<file path="config.mk">
export PLATFORM = sky130hd
export DESIGN_NAME = avaliador_rodada
export DESIGN_NICKNAME = d
export VERILOG_FILES = /design/src/rtl/avaliador_rodada.sv
export SDC_FILE = /design/constraint.sdc
export NUM_CORES = 1
export LEC_CHECK = 0
export ABC_CLOCK_PERIOD_IN_PS = 1800
export BUFFER_PORTS_ARGS = -buffer_cell sky130_fd_sc_hd__buf_4
export CORE_AREA = 2 2 77 79
export CTS_CLUSTER_DIAMETER = 80
export DETAILED_ROUTE_END_ITERATION = 10
export DIE_AREA = 0 0 79 81
export PLACE_DENSITY = 0.63
export SKIP_LAST_GASP = 1
export SLEW_MARGIN = 20
export SYNTH_ARGS = -nofsm -noshare
export SYNTH_HDL_FRONTEND = slang
export SYNTH_SLANG_ARGS = --single-unit
</file>
<file path="constraint.sdc">
create_clock -name clock -period 1.8 [get_ports clock]
set_input_delay 0.18 -clock clock [delete_from_list [all_inputs] [get_ports clock]]
set_output_delay 0.18 -clock clock [all_outputs]
set_load 0.01 [all_outputs]
</file>
<file path="src/rtl/avaliador_rodada.sv">
// avaliador_rodada: round evaluator that requests scores from the score calculator.
//
// Walks the player through rounds 0..NUM_RODADAS-1. Round r expects r+1 notes read from the
// sequence memory at `endereco`. Wrong notes are counted per round; at round end `calcular` is
// held for CALC_LAT cycles with stable `rodada`/`erros`, then `pontos_calc` is latched into
// `pontos`, which feeds back as the calculator's pontos_in.
//
// Ports:
//   clock, reset_n   clock (rising edge) and asynchronous active-low reset
//   iniciar          start-game strobe (ignored while ocupado)
//   jogada           one-cycle strobe qualifying nota_jogada
//   nota_jogada      note played
//   nota_esperada    sequence memory data at endereco (combinational read)
//   pontos_calc      calculator result
//   endereco         sequence memory address (note index within the round)
//   rodada, erros    current round and its error count, to the calculator
//   calcular         calculator trigger
//   pontos           accumulated score
//   ocupado          game in progress
//   fim_jogo         game finished
//
// Optional feature: define TIMEOUT_JOGADA_EN to count a missed note as an error after
// TIMEOUT_CICLOS idle cycles in the note-wait state.

module avaliador_rodada #(
  parameter int unsigned NOTA_W         = 4,
  parameter int unsigned NUM_RODADAS    = 16,
  parameter int unsigned CALC_LAT       = 2,
  parameter int unsigned TIMEOUT_CICLOS = 1000
) (
  input  logic              clock,
  input  logic              reset_n,
  input  logic              iniciar,
  input  logic              jogada,
  input  logic [NOTA_W-1:0] nota_jogada,
  input  logic [NOTA_W-1:0] nota_esperada,
  input  logic [7:0]        pontos_calc,
  output logic [3:0]        endereco,
  output logic [3:0]        rodada,
  output logic [7:0]        erros,
  output logic              calcular,
  output logic [7:0]        pontos,
  output logic              ocupado,
  output logic              fim_jogo
);

  localparam int unsigned LatW = (CALC_LAT > 1) ? $clog2(CALC_LAT) : 1;
  localparam logic [LatW-1:0] UltimaLat = LatW'(CALC_LAT - 1);
  localparam logic [3:0] UltimaRodada = 4'(NUM_RODADAS - 1);

  typedef enum logic [2:0] {
    StOcioso,
    StEspera,
    StFimRodada,
    StRegistra,
    StFim
  } estado_e;

  estado_e         estado_q, estado_d;
  logic [LatW-1:0] lat_q, lat_d;
  logic [3:0]      endereco_q, endereco_d;
  logic [3:0]      rodada_q, rodada_d;
  logic [7:0]      erros_q, erros_d;
  logic [7:0]      pontos_q, pontos_d;
  logic            calcular_q, calcular_d;
  logic            ocupado_q, ocupado_d;
  logic            fim_jogo_q, fim_jogo_d;

  logic timeout;      // idle timeout fired this cycle (never with a jogada)
  logic evento;       // a note was consumed this cycle (played or timed out)
  logic erro_evento;  // the consumed note counts as an error
  logic ultima_nota;  // current note is the last of the round

`ifdef TIMEOUT_JOGADA_EN
  logic [15:0] ocioso_q, ocioso_d;

  assign timeout = (estado_q == StEspera) && !jogada &&
                   (ocioso_q == 16'(TIMEOUT_CICLOS - 1));

  // Held at zero outside ESPERA, so entering ESPERA always starts from zero.
  always_comb begin
    ocioso_d = ocioso_q;
    if (estado_q != StEspera || jogada || timeout) begin
      ocioso_d = '0;
    end else begin
      ocioso_d = ocioso_q + 16'd1;
    end
  end

  always_ff @(posedge clock or negedge reset_n) begin
    if (!reset_n) begin
      ocioso_q <= '0;
    end else begin
      ocioso_q <= ocioso_d;
    end
  end
`else
  logic unused_timeout;
  assign unused_timeout = ^TIMEOUT_CICLOS;
  assign timeout = 1'b0;
`endif

  // jogada wins over a simultaneous timeout.
  assign evento      = (estado_q == StEspera) && (jogada || timeout);
  assign erro_evento = jogada ? (nota_jogada != nota_esperada) : timeout;
  assign ultima_nota = (endereco_q == rodada_q);

  // State register.
  always_ff @(posedge clock or negedge reset_n) begin
    if (!reset_n) begin
      estado_q   <= StOcioso;
      lat_q      <= '0;
      endereco_q <= '0;
      rodada_q   <= '0;
      erros_q    <= '0;
      pontos_q   <= '0;
      calcular_q <= 1'b0;
      ocupado_q  <= 1'b0;
      fim_jogo_q <= 1'b0;
    end else begin
      estado_q   <= estado_d;
      lat_q      <= lat_d;
      endereco_q <= endereco_d;
      rodada_q   <= rodada_d;
      erros_q    <= erros_d;
      pontos_q   <= pontos_d;
      calcular_q <= calcular_d;
      ocupado_q  <= ocupado_d;
      fim_jogo_q <= fim_jogo_d;
    end
  end

  // Next-state logic.
  always_comb begin
    estado_d = estado_q;
    unique case (estado_q)
      StOcioso, StFim: if (iniciar) estado_d = StEspera;
      StEspera:        if (evento && ultima_nota) estado_d = StFimRodada;
      StFimRodada:     if (lat_q == UltimaLat) estado_d = StRegistra;
      StRegistra:      estado_d = (rodada_q == UltimaRodada) ? StFim : StEspera;
      default:         estado_d = StOcioso;
    endcase
  end

  // Datapath and registered outputs; flags follow the state being entered.
  always_comb begin
    endereco_d = endereco_q;
    rodada_d   = rodada_q;
    erros_d    = erros_q;
    pontos_d   = pontos_q;
    calcular_d = (estado_d == StFimRodada);
    ocupado_d  = (estado_d inside {StEspera, StFimRodada, StRegistra});
    fim_jogo_d = (estado_d == StFim);
    lat_d      = (estado_q == StFimRodada && estado_d == StFimRodada) ? lat_q + LatW'(1) : '0;

    unique case (estado_q)
      StOcioso, StFim: begin
        if (iniciar) begin
          endereco_d = '0;
          rodada_d   = '0;
          erros_d    = '0;
          pontos_d   = '0;
        end
      end
      StEspera: begin
        if (evento) begin
          if (erro_evento && erros_q != 8'hFF) erros_d = erros_q + 8'd1;
          if (!ultima_nota) endereco_d = endereco_q + 4'd1;
        end
      end
      StRegistra: begin
        pontos_d   = pontos_calc;
        erros_d    = '0;
        endereco_d = '0;
        if (rodada_q != UltimaRodada) rodada_d = rodada_q + 4'd1;
      end
      default: ;
    endcase
  end

  assign endereco = endereco_q;
  assign rodada   = rodada_q;
  assign erros    = erros_q;
  assign calcular = calcular_q;
  assign pontos   = pontos_q;
  assign ocupado  = ocupado_q;
  assign fim_jogo = fim_jogo_q;

endmodule

</file>
==> results of run 1 <==
## logic make-up (layout without fill, tap and decap cells)
kind of cell	Yosys count	count (layout)	share of synthesized area (%)
compound gates	40	40	19.0
xor+xnor	10	10	5.37
fa+ha+maj	3	3	2.30
buf+inv	11	74	3.22
flops	31	31	47.6
mux	1	1	0.614
simple gates	63	63	21.9
## what timing repair did
| item | in CTS | in global routing |
|---|---|---|
| hold endpoints to repair | 31 | 0 |
| setup endpoints to repair | 9 | 8 |
| pin swaps | 1 | 2 |
| resized for setup | 2 | 4 |
| hold buffers | 1 | 0 |
## cell type report
class                      instances  area, um^2
sequential                        31         776
multi-input combinational        117         827
tap                               75        93.8
fill                             569        3380
timing repair buffer              62         480
clock inverter                     1        7.51
clock buffer                       7        96.3
inverter                           4        15.0
## flip-flops by register name, indices dropped and copies added (netlist names)
register	cells
calcular	1
endereco	4
erros	8
estado_q	3
fim_jogo	1
lat_q	1
ocupado	1
pontos	8
rodada	4
## layer usage
layer	routed length, um	part of all wire [%]
met1	1840	47
met5	0	0
met4	47	1.2
met2	1800	46
met3	216	5.5
## worst paths after layout
kind / from / end / slack (ps) / depth (start not counted)
setup reg to reg: estado_q[1]$_DFF_PN0_ / erros[1]$_DFFE_PN0P_ / 70 / 4
max in group asynchronous: reset_n / endereco[0]$_DFFE_PN0P_ / 1140 / 2
min in group asynchronous: reset_n / erros[3]$_DFFE_PN0P_ / 370 / 2
hold reg to reg: lat_q$_DFF_PN0_ / lat_q$_DFF_PN0_ / 470 / 1
setup / recovery: estado_q[1]$_DFF_PN0_ / erros[1]$_DFFE_PN0P_ / 70 / 4
hold / removal: pontos_calc[2] / pontos[2]$_DFFE_PN0P_ / 110 / 2
## cells in the final DEF, fill, tap and decap left out, types with 4 or more instances in the layout
cell type / count
clkbuf_8: 7
o22a_1: 4
nor3_1: 6
nor2_1: 7
nand3_1: 7
buf_4: 60
a22o_1: 8
xnor2_1: 9
nand2_1: 12
dfrtp_1: 31
o21ai_0: 10
nand4_1: 7
inv_1: 4
## through the flow
stage | worst slack (ps) | hold slack, ps | util [%] | total power, mW
after global routing | -21.5 | 108 | 40.5 | 3.90
after global placement | 22.4 | 143 | 38.0 | 2.94
after floorplan | 12.4 | -116 | - | 2.16
final | 67.4 | 114 | 40.5 | 3.61
after detailed placement | -23.2 | 144 | 38.0 | 2.96
after CTS | -15.8 | 107 | 40.1 | 3.61
## where the power goes
group	internal [mW]	total (mW)	leakage, nW	switching (mW)
clock	0.348	0.618	0.0505	0.270
sequential	0.950	1.16	0.407	0.209
combinational	0.947	1.83	0.629	0.882
==> results.json, run 1 <==
{
  "syn_to_final_growth_pct": 40.8,
  "wl_um": 3900,
  "dp_cells": 288,
  "slowest_delay_ps": 500,
  "cts-root-buf": "clkbuf_8",
  "cp_slowest_cell": "or4_4",
  "hpwl_um": 2860,
  "grt.busiest_layer": "met2",
  "fin_worst_skew_ps": 8.79,
  "ys_seq_area_share_pct": 47.6,
  "wire_per_inst_um": 13.1,
  "met2_usage_pct": 21.0,
  "grtUsageMet3_pct": 4.00,
  "ios": 47,
  "antenna_left": 0,
  "synth_fp_nets": 182,
  "antenna_found_initial": 0,
  "ys.warnings.count": 0,
  "synthDominantCellAreaShare_pct": 47.6,
  "fp.dieArea_um2": 6400,
  "ys_async_sr_fraction_pct": 100,
  "post-cts-setup-buffer-count": 0,
  "ir_drop_mv": 0.542,
  "worstMarginPinSlew_ps": 379,
  "hold_path_class": "primary input to flop",
  "yosys-top-cells-count": "dfrtp_1 (31), nand2_1 (13), o21ai_0 (10)",
  "cts.path.max_buffers": 2,
  "io_buffers": 46,
  "syn_area_um2": 1630,
  "path_buf_inv": 0,
  "cts_tree": "done",
  "synthCells": 159,
  "rsz0062_at_grt": "yes",
  "finalHoldViolations": 0,
  "dpl-instance-area_um2": 2160,
  "worst_ep_required_time_ps": 2010,
  "synth.distinct_cells": 45,
  "worstSetupPathType": "flop to flop",
  "cts_inserted_buffers": 5,
  "grt_overflow_total": 0,
  "avgSynthCellArea_um2": 10.3,
  "fin_crit_sh_pct": 96.3,
  "met1_usage_pct": 17.2,
  "drtIter0Drc": 46,
  "antenna_cells": 0,
  "period_minus_slack_ps": 1730,
  "synth_ff_type": "dfrtp_1",
  "htree_levels": 2,
  "finalSetupViolations": 0,
  "cp_max_fo": 6,
  "cp_top_family": "simple AND/OR/NAND/NOR gates",
  "drc": 0,
  "viasPerCell": 4.97,
  "final_cells": 297,
  "clk_pin_slew_ps": 70,
  "die_w_um": 79,
  "core_um2": 5680,
  "slew_viol_final": 0,
  "grt_max_degree": 32,
  "finish.instance_area_um2": 2300,
  "crit_chain": "or3b_4 > or4_4 > o211ai_4 > mux2i_1",
  "grt_pass1_vias": 1378,
  "synth_area_leaders": "dfrtp_1 (48%), xnor2_1 (4.8%), a22o_1 (4.3%)",
  "fmax_ghz": 0.577,
  "synth_edf_count": 0,
  "clk_latency_ps": 280,
  "status": "completed",
  "rows": 28,
  "cp.arrival_ps": 1940,
  "yosys.area.top_type": "dfrtp_1",
  "drive_gt1_share_pct": 36.5,
  "nets": 244,
  "max_cap_violations": 0,
  "track_usage_pct": 13.2,
  "start_util_pct": 28.7,
  "die_h_um": 81,
  "grt_pass1_wl_um": 6510,
  "dr.pass1.iters": 4,
  "synth_seq_cells": 31,
  "critPathLaunchType": "flop",
  "p_leak_nw": 1.09,
  "setup-tns-final_ps": 0,
  "vias": 1475,
  "timing.slew.headroom_pct": 74.4,
  "critPathCaptureType": "flop",
  "clkSinkCount": 31,
  "gp_congestion": 0.810,
  "yosysMostFrequentCell": "dfrtp_1",
  "pwr_density_cell_nw_per_um2": 1570
}
Power figures use the tool's default switching activity.
==> run 2: changes to the inputs <==
BUFFER_PORTS_ARGS = not set   (was -buffer_cell sky130_fd_sc_hd__buf_4)
DONT_BUFFER_PORTS = 1   (was not set)
PLACE_DENSITY = 0.55   (was 0.63)
==> run 2 against run 1 <==
Sequential power about the same. Utilization down 5.8 points. Combinational power down 19%. Critical path type unchanged.
==> results.json, run 2 (synthesis gave the netlist of run 1 again) <==
{
  "slowest_delay_ps": 530,
  "die_w_um": 79,
  "finalHoldViolations": 0,
  "path_buf_inv": 0,
  "htree_levels": 2,
  "status": "completed",
  "cp.arrival_ps": 1950,
  "intPower_mw": 1.91,
  "pre_cts_ws_ps": 31.4,
  "ios": 47,
  "wl_um": 3900,
  "finalSetupViolations": 0,
  "fill_cells": 600,
  "power_frac_comb_pct": 46.3,
  "clkSinkCount": 31,
  "drc": 0,
  "dr.pass1.iters": 4,
  "p_switching_mw": 1.28,
  "hpwl_um": 2860,
  "wire_per_inst_um": 15.1,
  "pwr_density_cell_nw_per_um2": 1620,
  "clockPowerShare_pct": 16.3,
  "setup-tns-final_ps": 0,
  "cts_tree": "done",
  "fp.dieArea_um2": 6400,
  "core_um2": 5680,
  "die_h_um": 81,
  "cp_max_fo": 6,
  "ir_drop_mv": 0.385,
  "cp_slowest_cell": "or4_4",
  "viasPerCell": 5.12,
  "track_usage_pct": 13.3,
  "slew_viol_final": 0,
  "period_minus_slack_ps": 1750,
  "critPathCaptureType": "flop",
  "crit_chain": "or3b_4 > or4_4 > o211ai_4 > mux2i_1",
  "fin_worst_skew_ps": 3.08,
  "pwr-share-seq_pct": 37.4,
  "antenna_left": 0,
  "max_cap_violations": 0,
  "cts_inserted_buffers": 5,
  "syn_to_final_growth_pct": 20.7,
  "post-cts-setup-buffer-count": 0,
  "drive_gt1_share_pct": 21.2,
  "cp_top_family": "simple AND/OR/NAND/NOR gates",
  "vias": 1325,
  "grt_max_degree": 32,
  "grt_pass1_wl_um": 6470,
  "rows": 28,
  "cts.path.max_buffers": 2,
  "clk_pin_slew_ps": 60,
  "rsz0062_at_grt": "yes",
  "start_util_pct": 28.7,
  "hold_path_class": "primary input to flop",
  "clk_latency_ps": 280,
  "gp_congestion": 0.777,
  "cts-root-buf": "clkbuf_8",
  "p_leak_nw": 0.874,
  "grt_overflow_total": 0,
  "p_sw_share_pct": 40.1,
  "critPathLaunchType": "flop",
  "multi_input_area_um2": 807,
  "drtIter0Drc": 61,
  "worstSetupPathType": "flop to flop",
  "fin_crit_sh_pct": 97.3,
  "final_common_cell": "dfrtp_1",
  "worst_ep_required_time_ps": 2000,
  "antenna_cells": 0,
  "grt_pass1_vias": 1251,
  "io_buffers": 0,
  "register_area_um2": 776,
  "fin_ws_ps": 49.0,
  "antenna_found_initial": 0,
  "fmax_ghz": 0.571,
  "final_cell_mix": "dfrtp_1 (31), buf_4 (22), nand2_1 (12)",
  "worstMarginPinSlew_ps": 399,
  "timing.slew.headroom_pct": 73.0,
  "nets": 206
}
-- run 2: cell count changes in the layout (fill, tap and decap cells not counted), sizes merged --
cell and change:
buf -38, clkinv +1, clkinvlp -1
-- run 2: worst reg2reg max path, stage by stage (launching register included) --
cell      delay [ps]
dfrtp_1          380
or3b_4           390
or4_4            530
o211ai_4         150
mux2i_1          220
-- run 2: stage by stage --
stage / std cells / cell area [um^2] / utilization [%] / power, mW / hold slack (ps)
floorplan: 159 / 1630 / - / 2.16 / -116
global placement: 249 / 1850 / 32.6 / 2.65 / -115
detailed placement: 249 / 1850 / 32.6 / 2.66 / -115
CTS: 259 / 1960 / 34.6 / 3.23 / 26.7
global route: 259 / 1970 / 34.7 / 3.47 / 19.9
finish: 259 / 1970 / 34.7 / 3.19 / 37.2
-- run 2: area by class of cell --
cell class / count / share of cell area (%)
Multi-Input combinational cell: 117 / 41.0
Clock inverter: 1 / 0.254
Tap cell: 75 / 4.77
Clock buffer: 7 / 3.88
Inverter: 4 / 0.763
Timing Repair Buffer: 24 / 9.92
Sequential cell: 31 / 39.4
-- run 2: layer usage --
layer / track usage (%) / wire (um) / vias up
met5: 0 / 0 / -
li1: - / - / 647
met1: 17.1 / 1750 / 638
met2: 20.0 / 1840 / 38
met4: 5.69 / 42 / 0
met3: 5.33 / 266 / 2
-- run 2: path summary, 6_finish.rpt --
| check | startpoint | endpoint | slack (ps) | cells past startpoint |
|---|---|---|---|---|
| min in group asynchronous | reset_n | endereco[3]$_DFFE_PN0P_ | 320 | 2 |
| max in group asynchronous | reset_n | estado_q[0]$_DFF_PN0_ | 1290 | 2 |
| setup reg to reg | estado_q[0]$_DFF_PN0_ | erros[1]$_DFFE_PN0P_ | 50 | 4 |
| hold / removal | pontos_calc[4] | pontos[4]$_DFFE_PN0P_ | 40 | 1 |
| setup / recovery | estado_q[0]$_DFF_PN0_ | erros[1]$_DFFE_PN0P_ | 50 | 4 |
| hold reg to reg | lat_q$_DFF_PN0_ | lat_q$_DFF_PN0_ | 460 | 1 |
-- run 2: power by group through the flow --
stage               clock network (mW)  registers [mW]  logic (mW)
finish                           0.521            1.19        1.48
CTS                              0.553            1.19        1.49
detailed placement                   0            1.20        1.46
global placement                     0            1.20        1.45
global route                     0.589            1.23        1.65
floorplan                            0            1.27       0.890
-- run 2: what timing repair did --
action                                  in CTS  in global routing
gates resized for setup                      0                  2
hold buffers                                 2                  0
hold endpoints to repair                    31                  0
endpoints found under the setup margin       0                  5
==> run 3: changes to the inputs <==
CORE_AREA = 2 2 58 60   (was 2 2 77 79)
DIE_AREA = 0 0 60 62   (was 0 0 79 81)
PLACE_DENSITY = 0.82   (was 0.55)
==> run 3 against run 2 <==
Via count rose by 5.7%. Power is 0.39% lower. Design area up 1.5%. Non-clock buffer count up 7. Setup slack worse by 19 ps. Clock-buffer cell count rose by 1.
==> results.json, run 3 (synthesis gave the netlist of run 1 again) <==
{
  "status": "completed",
  "cp_max_fo": 6,
  "clk_pin_slew_ps": 90,
  "hpwl_um": 2820,
  "dpl-instance-area_um2": 1790,
  "vias": 1400,
  "r2r_cells": 4,
  "grt_pass1_wl_um": 6320,
  "dp_cells": 217,
  "antenna_left": 0,
  "min-delay-start": "jogada",
  "rsz0062_at_grt": "yes",
  "rr_startpoint": "estado_q[1]$_DFF_PN0_",
  "critPathLaunchType": "flop",
  "fp.dieArea_um2": 3720,
  "critPathCaptureType": "flop",
  "die_w_um": 60,
  "cts.path.max_buffers": 2,
  "holdPathEnd": "endereco[2]$_DFFE_PN0P_",
  "cp.arrival_ps": 2030,
  "fin_crit_sh_pct": 98.3,
  "drive_gt1_share_pct": 19.9,
  "fin_worst_skew_ps": 3.60,
  "cts_tree": "done",
  "cp-startpoint": "estado_q[1]$_DFF_PN0_",
  "finalSetupViolations": 0,
  "ios": 47,
  "dr.pass1.iters": 4,
  "finalHoldViolations": 0,
  "setup-tns-final_ps": 0,
  "cts-root-buf": "clkbuf_4",
  "r2r_end": "erros[1]$_DFFE_PN0P_",
  "r2r_slack_ps": 30,
  "slew_viol_final": 0,
  "grt_max_degree": 32,
  "rows": 21,
  "final_cell_mix": "dfrtp_1 (31), buf_4 (20), nand2_1 (12)",
  "p_leak_nw": 0.905,
  "worst_ep_required_time_ps": 2060,
  "gp_congestion": 0.780,
  "antenna_cells": 0,
  "track_usage_pct": 22.9,
  "max_cap_violations": 0,
  "viasPerCell": 5.91,
  "syn_to_final_growth_pct": 22.5,
  "finish.instance_area_um2": 2000,
  "fin_ws_ps": 29.8,
  "worstMarginPinSlew_ps": 357,
  "wl_um": 3900,
  "min_path_cells": 2,
  "period_minus_slack_ps": 1770,
  "timing.slew.headroom_pct": 75.9,
  "ir_drop_mv": 0.942,
  "clk_latency_ps": 330,
  "hold_path_class": "primary input to flop",
  "io_buffers": 0,
  "cts_inserted_buffers": 5,
  "grt_overflow_total": 0,
  "worstSetupPathType": "flop to flop",
  "wire_per_inst_um": 16.5,
  "final_common_cell": "dfrtp_1",
  "drtIter0Drc": 105,
  "die_h_um": 62,
  "pwr_density_cell_nw_per_um2": 1590,
  "nets": 213,
  "fmax_ghz": 0.565,
  "htree_levels": 2,
  "drc": 0,
  "power_mw": 3.18,
  "antenna_found_initial": 0,
  "clkSinkCount": 31,
  "grt_pass1_vias": 1388,
  "start_util_pct": 51.3,
  "core_um2": 3180,
  "pre_cts_ws_ps": 1.81,
  "final_cells": 237
}
==> run 3: timing repair <==
item | CTS | global route
hold buffers | 10 | 1
setup endpoints to repair | 1 | 11
buffers inserted | 1 | 0
cloned | 0 | 0
resized for setup | 0 | 3
hold endpoints to repair | 39 | 1
pin swaps | 0 | 0
==> run 3: worst max path at each step <==
stage,endpoint,slack [ps],cells after the start
global route,erros[1]$_DFFE_PN0P_,-40,4
finish,erros[1]$_DFFE_PN0P_,30,4
detailed placement,pontos[7]$_DFFE_PN0P_,2,5
floorplan,erros[1]$_DFFE_PN0P_,10,5
CTS,pontos[7]$_DFFE_PN0P_,1,5
global placement,erros[1]$_DFFE_PN0P_,90,4
==> run 3: cell type report <==
type                            count  area, um^2
Sequential cell                    31         776
Fill cell                         259        1180
Inverter                            4        15.0
Clock buffer                        8        68.8
Timing Repair Buffer               31         270
Multi-Input combinational cell    117         810
Tap cell                           46        57.6
==> run 3: layer usage <==
layer | GRT usage (%) | up-vias | share of wire, %
met4 | 6.67 | 0 | 0.44
met3 | 7.87 | 4 | 6.8
met1 | 29.0 | 681 | 42
met2 | 37.3 | 60 | 51
met5 | 0 | - | 0
li1 | - | 655 | -
==> run 3: where the power goes <==
group	internal [mW]	switching, mW
Sequential	0.948	0.271
Clock	0.230	0.237
Combinational	0.691	0.801
Total	1.87	1.31
==> run 3: metrics by stage <==
stage | util [%] | hold WS, ps
2_1_floorplan | - | -116
3_3_place_gp | 56.4 | -115
3_5_place_dp | 56.4 | -115
4_1_cts | 62.3 | 1.23
5_1_grt | 62.8 | 21.2
6_report | 62.8 | 27.6
==> run 3: critical path, cell delays in order, from the launching register on <==
cell,delay (ps)
dfrtp_1,390
or3b_1,410
or4_4,560
o211ai_4,130
mux2i_1,220
